File: config.mk
export PLATFORM = sky130hd
export DESIGN_NAME = aes_round_ctrl
export DESIGN_NICKNAME = d
export VERILOG_FILES = /design/src/rtl/aes_round_ctrl.sv
export SDC_FILE = /design/constraint.sdc
export NUM_CORES = 1
export LEC_CHECK = 0
export ABC_AREA = 1
export CAP_MARGIN = 20
export CORE_MARGIN = 10
export CORE_UTILIZATION = 44
export CTS_BUF_LIST = sky130_fd_sc_hd__clkbuf_4
export DETAILED_ROUTE_END_ITERATION = 10
export PLACE_DENSITY = 0.86
export SLEW_MARGIN = 40
export SYNTH_ARGS = -nofsm -noshare
export SYNTH_HDL_FRONTEND = slang
export SYNTH_SLANG_ARGS = --single-unit
File: constraint.sdc
create_clock -name clk -period 2.5 [get_ports clk]
set_clock_uncertainty 0.05 [all_clocks]
set_input_delay 0.25 -clock clk [delete_from_list [all_inputs] [get_ports clk]]
set_output_delay 0.25 -clock clk [all_outputs]
set_load 0.005 [all_outputs]
File: src/rtl/aes_round_ctrl.sv
// aes_round_ctrl: sequencing controller for an iterative AES-128 round datapath.
// Walks IDLE -> LOAD -> ROUND x NR -> DONE. It drives registered load/round strobes,
// the round index, the final-round flag and the key-expansion round constant. It then
// captures the datapath result into data_out behind a valid/ready handshake.
// Optional feature: define AES_CTRL_ABORT_EN to add the 'abort' input.
module aes_round_ctrl #(
  parameter int NR = 10,
  parameter int W  = 128
) (
  input  logic         clk,
  input  logic         rst_n,
  input  logic         start,
  output logic         in_ready,
  input  logic         hold,
`ifdef AES_CTRL_ABORT_EN
  input  logic         abort,
`endif
  output logic         load,
  output logic         round_en,
  output logic [3:0]   round_idx,
  output logic         final_round,
  output logic [7:0]   rcon,
  input  logic [W-1:0] ds_state,
  output logic [W-1:0] data_out,
  output logic         out_valid,
  input  logic         out_ready,
  output logic         busy
);

  typedef enum logic [1:0] {
    S_IDLE  = 2'd0,
    S_LOAD  = 2'd1,
    S_ROUND = 2'd2,
    S_DONE  = 2'd3
  } state_e;

  localparam logic [3:0] LAST_ROUND = 4'(NR);

  // AES-128 has exactly ten rounds; any other count is rejected at elaboration.
  if (NR != 10) begin : g_bad_nr
    $error("aes_round_ctrl: NR must be 10 for AES-128");
  end

  state_e         state_q, state_d;
  logic           load_q, load_d;
  logic           round_en_q, round_en_d;
  logic [3:0]     round_idx_q, round_idx_d;
  logic [7:0]     rcon_q, rcon_d;
  logic [W-1:0]   data_out_q, data_out_d;
  logic           abort_w;

`ifdef AES_CTRL_ABORT_EN
  assign abort_w = abort;
`else
  assign abort_w = 1'b0;
`endif

  // GF(2^8) doubling: the rcon sequence is 01 followed by repeated xtime.
  function automatic logic [7:0] xtime(input logic [7:0] b);
    return {b[6:0], 1'b0} ^ (b[7] ? 8'h1B : 8'h00);
  endfunction

  // Next-state logic. The strobes are registered, so hold is sampled at an edge and
  // suppresses the strobe for the cycle that follows. A round already strobed before
  // the hold edge has executed in the datapath. The stall therefore just freezes
  // round_idx/rcon and delays the next round.
  always_comb begin
    state_d     = state_q;
    load_d      = 1'b0;
    round_en_d  = 1'b0;
    round_idx_d = round_idx_q;
    rcon_d      = rcon_q;
    data_out_d  = data_out_q;
    case (state_q)
      S_IDLE: begin
        round_idx_d = '0;
        rcon_d      = '0;
        if (start) begin
          state_d = S_LOAD;
          load_d  = 1'b1;
        end
      end
      S_LOAD: begin
        if (abort_w) begin
          state_d = S_IDLE;
        end else if (!hold) begin
          state_d     = S_ROUND;
          round_en_d  = 1'b1;
          round_idx_d = 4'd1;
          rcon_d      = 8'h01;
        end
      end
      S_ROUND: begin
        if (abort_w) begin
          state_d     = S_IDLE;
          round_idx_d = '0;
          rcon_d      = '0;
        end else if (!hold) begin
          if (round_idx_q == LAST_ROUND) begin
            // ds_state carries the post-final-round value at this edge.
            state_d     = S_DONE;
            data_out_d  = ds_state;
            round_idx_d = '0;
            rcon_d      = '0;
          end else begin
            round_en_d  = 1'b1;
            round_idx_d = round_idx_q + 4'd1;
            rcon_d      = xtime(rcon_q);
          end
        end
      end
      S_DONE: begin
        if (out_ready) begin
          state_d = S_IDLE;
        end
      end
      default: state_d = S_IDLE;
    endcase
  end

  // State and output registers with synchronous active-low reset.
  always_ff @(posedge clk) begin
    if (!rst_n) begin
      state_q     <= S_IDLE;
      load_q      <= 1'b0;
      round_en_q  <= 1'b0;
      round_idx_q <= '0;
      rcon_q      <= '0;
      data_out_q  <= '0;
    end else begin
      state_q     <= state_d;
      load_q      <= load_d;
      round_en_q  <= round_en_d;
      round_idx_q <= round_idx_d;
      rcon_q      <= rcon_d;
      data_out_q  <= data_out_d;
    end
  end

  assign in_ready    = (state_q == S_IDLE);
  assign busy        = (state_q != S_IDLE);
  assign out_valid   = (state_q == S_DONE);
  assign load        = load_q;
  assign round_en    = round_en_q;
  assign round_idx   = round_idx_q;
  assign rcon        = rcon_q;
  assign data_out    = data_out_q;
  assign final_round = (state_q == S_ROUND) && (round_idx_q == LAST_ROUND);

endmodule

Word level (Yosys, flattened, before mapping). Index checks and enable logic that the tools add are counted.

Memories kept: 0. Logic and storage cells: 46. Bits in latches: 0. ROM bits: 0. Register bits: 144. Memory bits (writable): 0. Input port bits: 133.

Equal/unequal tests: 9. Magnitude comparators: 0. $add $sub $neg: 1. Bitwise logic cells: 2. $mul: 0. Shift-type cells: 0. Reductions and logical operators: 8. Muxes and demuxes: 20. Divide/modulo/power cells: 0.

Operators with widths (number): $mux 8 (3); $pmux 8 s3 (1); $mux 4 (3); $pmux 4 s3 (1); $mux 2 (5); $ne 2x2->1 const B (4); $pmux 2 s4 (1); $xor 8x5->8 (1); $reduce_and 3->1 (2); $mux 5 (1); $reduce_and 5->1 (1); $add 4x1->4 const B (1); $eq 2x2->1 const B (2); $eq 4x4->1 const B (1); $mux 1 (4); $reduce_bool 3->1 (1); $eq 2x1->1 const B (1); $logic_not 2->1 (1); $ne 2x1->1 const B (1); $pmux 1 s2 (1); $reduce_and 2->1 (1); $reduce_bool 2->1 (1); $logic_and 1x1->1 (1); $not 1->1 (1).

Longest topological paths before layout.
Depth after elaboration: 5. Mapped depth: 10.

Worst setup path before layout. Ideal clock, no wire load.

Path kind: reg2reg. Start point: register state_q[0]. End point: register data_out_q[12] (netlist: data_out[12]). Data required time: 2.334 ns. Clock period less this slack: 1.520 ns. Cell stages (with the launch flop): 10. Arrival time: 1.354 ns. Path slack: 0.980 ns. Cell sequence: dfxtp_1 > inv_1 > ha_1 > inv_2 > nor2_4 > nand2_4 > buf_6 > buf_2 > o21ai_0 > nor2_1.

Longest elaborated chain between the ends: 2.

RTL lines: start, declared (line 44) `state_e state_q, state_d;`; start signal, assigned (line 131) `state_q <= state_d;`; $eq 2x2->1 (line 74) `case (state_q)`; $reduce_and 3->1 (no source line); end signal, assigned (line 136) `data_out_q <= data_out_d;`; end, declared (line 49) `logic [W-1:0] data_out_q, data_out_d;`.

Every way passes these cells. A chain may end at the register's enable or synchronous reset.

Worst setup path after layout.
Start point: register state_q[0]. End point: output port final_round.

Longest elaborated chain between the ends: 2.

RTL lines: $eq 2x2->1 (line 148) `assign final_round = (state_q == S_ROUND) && (round_idx_q == LAST_ROUND);`; $logic_and 1x1->1 (line 148); end, declared (line 21) `output logic final_round,`.

Every way passes these cells.

==> flow_summary.json <==
{
  "cp_slowest_stage_delay_ns": 0.56,
  "cp-end-kind": "output pin",
  "clkTransAtPathRegs_ns": 0.11,
  "ys_ff_latch": 144,
  "yosysTopAreaCellShare": 0.534,
  "synth_largest_area_cell": "dfxtp_1",
  "wl_met1_um": 6420,
  "place_inst": 1057,
  "wl_met2_um": 8980,
  "synth_common_cells": "nor2_1 (262), dfxtp_1 (144), o21ai_0 (97)",
  "slew_headroom": 0.698,
  "crit_path_cell_trace": "inv_1, ha_1, inv_2, nor2_4, clkdlybuf4s50_1",
  "syn2layout_area_growth_pct": 55.3,
  "io_buffers": 278,
  "cp.arrival_ns": 2.03,
  "max_cap_viol_count": 0,
  "drive_gt1_frac": 0.0510,
  "crit_required_ns": 2.20,
  "cts_resized": 0,
  "drt_iter0_drc": 272,
  "syn_area_per_cell_um2": 8.06,
  "cts_root_buf": "clkbuf_4",
  "grt.total_usage": 0.198,
  "syn-cell-area_um2": 5400,
  "gp_congestion": 0.770,
  "hold_viol": 0,
  "chipWidth_um": 131,
  "synth-edff-count": 0,
  "post_cts_buffers": 0,
  "setup_viol": 0,
  "wl_met3_um": 1640,
  "start_kind": "flip-flop",
  "p_leak_uw": 0.00307,
  "num_rows": 40,
  "p_per_area_nw_per_um2": 553,
  "fin_hold_ws_ns": 0.104,
  "tns_ns": 0,
  "power.total_uw": 4640,
  "die_h_um": 131,
  "start_util": 0.449,
  "antenna_found_initial": 0,
  "cts_buffer_depth": 2,
  "diodes": 0,
  "reg2reg_slack_ns": 0.51,
  "ys_async_sr_fraction": 0,
  "final_max_slew_viol_count": 0,
  "finalWirelength_um": 17500,
  "crit_fanout": 5,
  "cts_hold_buffers": 0,
  "yosysMostFrequentCell": "nor2_1",
  "rsz0062_at_grt": "no",
  "reg2reg_to": "data_out[55]$_SDFFE_PN0P_",
  "max_slew.worst_pin.slew_ns": 0.453,
  "peakVddDrop_uv": 381,
  "ys_types": 23,
  "finalCritPeriodShare": 0.931,
  "synthFlopType": "dfxtp_1",
  "synth_nets": 810,
  "r2r_start": "state_q[0]$_SDFFE_PN0P_",
  "coreArea_um2": 12000,
  "fillerInstances": 956,
  "nets": 1069,
  "cts_max_level": 4,
  "yosysSeqAreaShare": 0.534,
  "cts_made_buffers": 17,
  "clock_latency_ns": 0.54,
  "r2r_cells": 9,
  "crit_end": "final_round",
  "grt_pass1_wl_um": 26200,
  "num_vias": 5235,
  "drc_errors": 0,
  "fmax_mhz": 430,
  "cts_tree": "yes",
  "grt_max_degree": 105,
  "die-area_um2": 17100,
  "ios": 279,
  "detail_route.wl_per_cell_um": 16.0,
  "synth.yosys.warnings": 0,
  "synthTopCellsByArea": "dfxtp_1 (53%), nor2_1 (18%), o21ai_0 (9.0%)",
  "grt_pass1_vias": 5018,
  "cp_slowest_cell": "clkdlybuf4s50_1",
  "post-route-min-period_ns": 2.33,
  "path_class": "flip-flop to output pin",
  "vias_per_cell": 4.81,
  "clock-sinks": 144,
  "top_layer": "met4",
  "dr.pass1.iters": 4,
  "critical_path.startpoint": "state_q[0]$_SDFFE_PN0P_",
  "hpwl_um": 13300,
  "grt-ovfl-total": 0,
  "synthCells": 670,
  "min_path_type": "primary input to flip-flop",
  "outcome": "finished clean",
  "fin_util": 0.698,
  "antenna_left": 0,
  "instances_no_fill": 1089
}
-- cells in the final DEF (no fill, tap or decap), types with 4 or more instances in the layout --
cell type and count:
nand2_1 26, o21ai_1 34, clkbuf_4 17, dfxtp_1 144
bufinv_16 4, nor2_1 262, ha_1 7, inv_1 14
a21oi_1 14, clkdlybuf4s50_1 277, o21ai_0 97, clkinv_2 6
buf_4 4, nand3_1 15, buf_12 4
-- sequential cells by signal, summed over array words and instances (netlist names) --
signal	flops
data_out	128
load	1
rcon	8
round_en	1
round_idx	4
state_q	2
-- kinds of logic after synthesis --
kind of cell               after synthesis  synth area share
AOI/OAI and AO/OA                      145             0.134
xor gates and xnor gates                 3           0.00487
adders and majority gates                7            0.0162
buffers and inverters                   62            0.0869
DFF                                    144             0.534
and+or+nand+nor                        309             0.223
-- final cells by class --
| type | instances | area, µm² | area share |
|---|---|---|---|
| clock buffers | 17 | 128 | 0.0152 |
| repair buffers | 285 | 2880 | 0.344 |
| clock inverters | 15 | 194 | 0.0231 |
| well taps | 147 | 184 | 0.0219 |
| multi-input cells | 464 | 2050 | 0.244 |
| flip-flops and latches | 144 | 2880 | 0.344 |
| inverters | 17 | 65.1 | 0.00776 |
-- critical path, delay by kind of cell, from the launching register on --
family                     cells  cell delay [ns]
DFF                            1             0.36
and+or+nand+nor                1             0.14
buffers and inverters          3             0.74
adders and majority gates      1             0.26
-- metrics by stage --
step	worst slack (ns)	instance area, µm²
floorplan	0.980	5400
global placement	0.636	8060
detailed placement	0.507	8060
CTS	0.115	8380
global route	0.00448	8380
finish	0.173	8380
-- worst min-delay path by stage --
stage	slack, ns	endpoint	cells after the start	from
floorplan	0.34	load$_SDFF_PN0_	2	start
global placement	0.41	data_out[93]$_SDFFE_PN0P_	2	data_out[93]$_SDFFE_PN0P_
detailed placement	0.42	data_out[2]$_SDFFE_PN0P_	2	data_out[2]$_SDFFE_PN0P_
CTS	0.04	state_q[1]$_SDFFE_PN0P_	3	rst_n
global route	0.09	data_out[104]$_SDFFE_PN0P_	3	rst_n
finish	0.10	state_q[1]$_SDFFE_PN0P_	3	rst_n
-- layer usage --
metal  vias up  track usage
met2       188        0.351
met5         -            0
met4         0       0.0831
met3        34       0.0822
met1      2362        0.200
li1       2651            -
-- report_power, final --
part | switching, µW | total, µW | internal [µW]
Sequential | 23.9 | 2340 | 2320
Clock | 826 | 1610 | 787
Combinational | 324 | 682 | 358
Note: power is estimated with default switching activity, not from simulation.
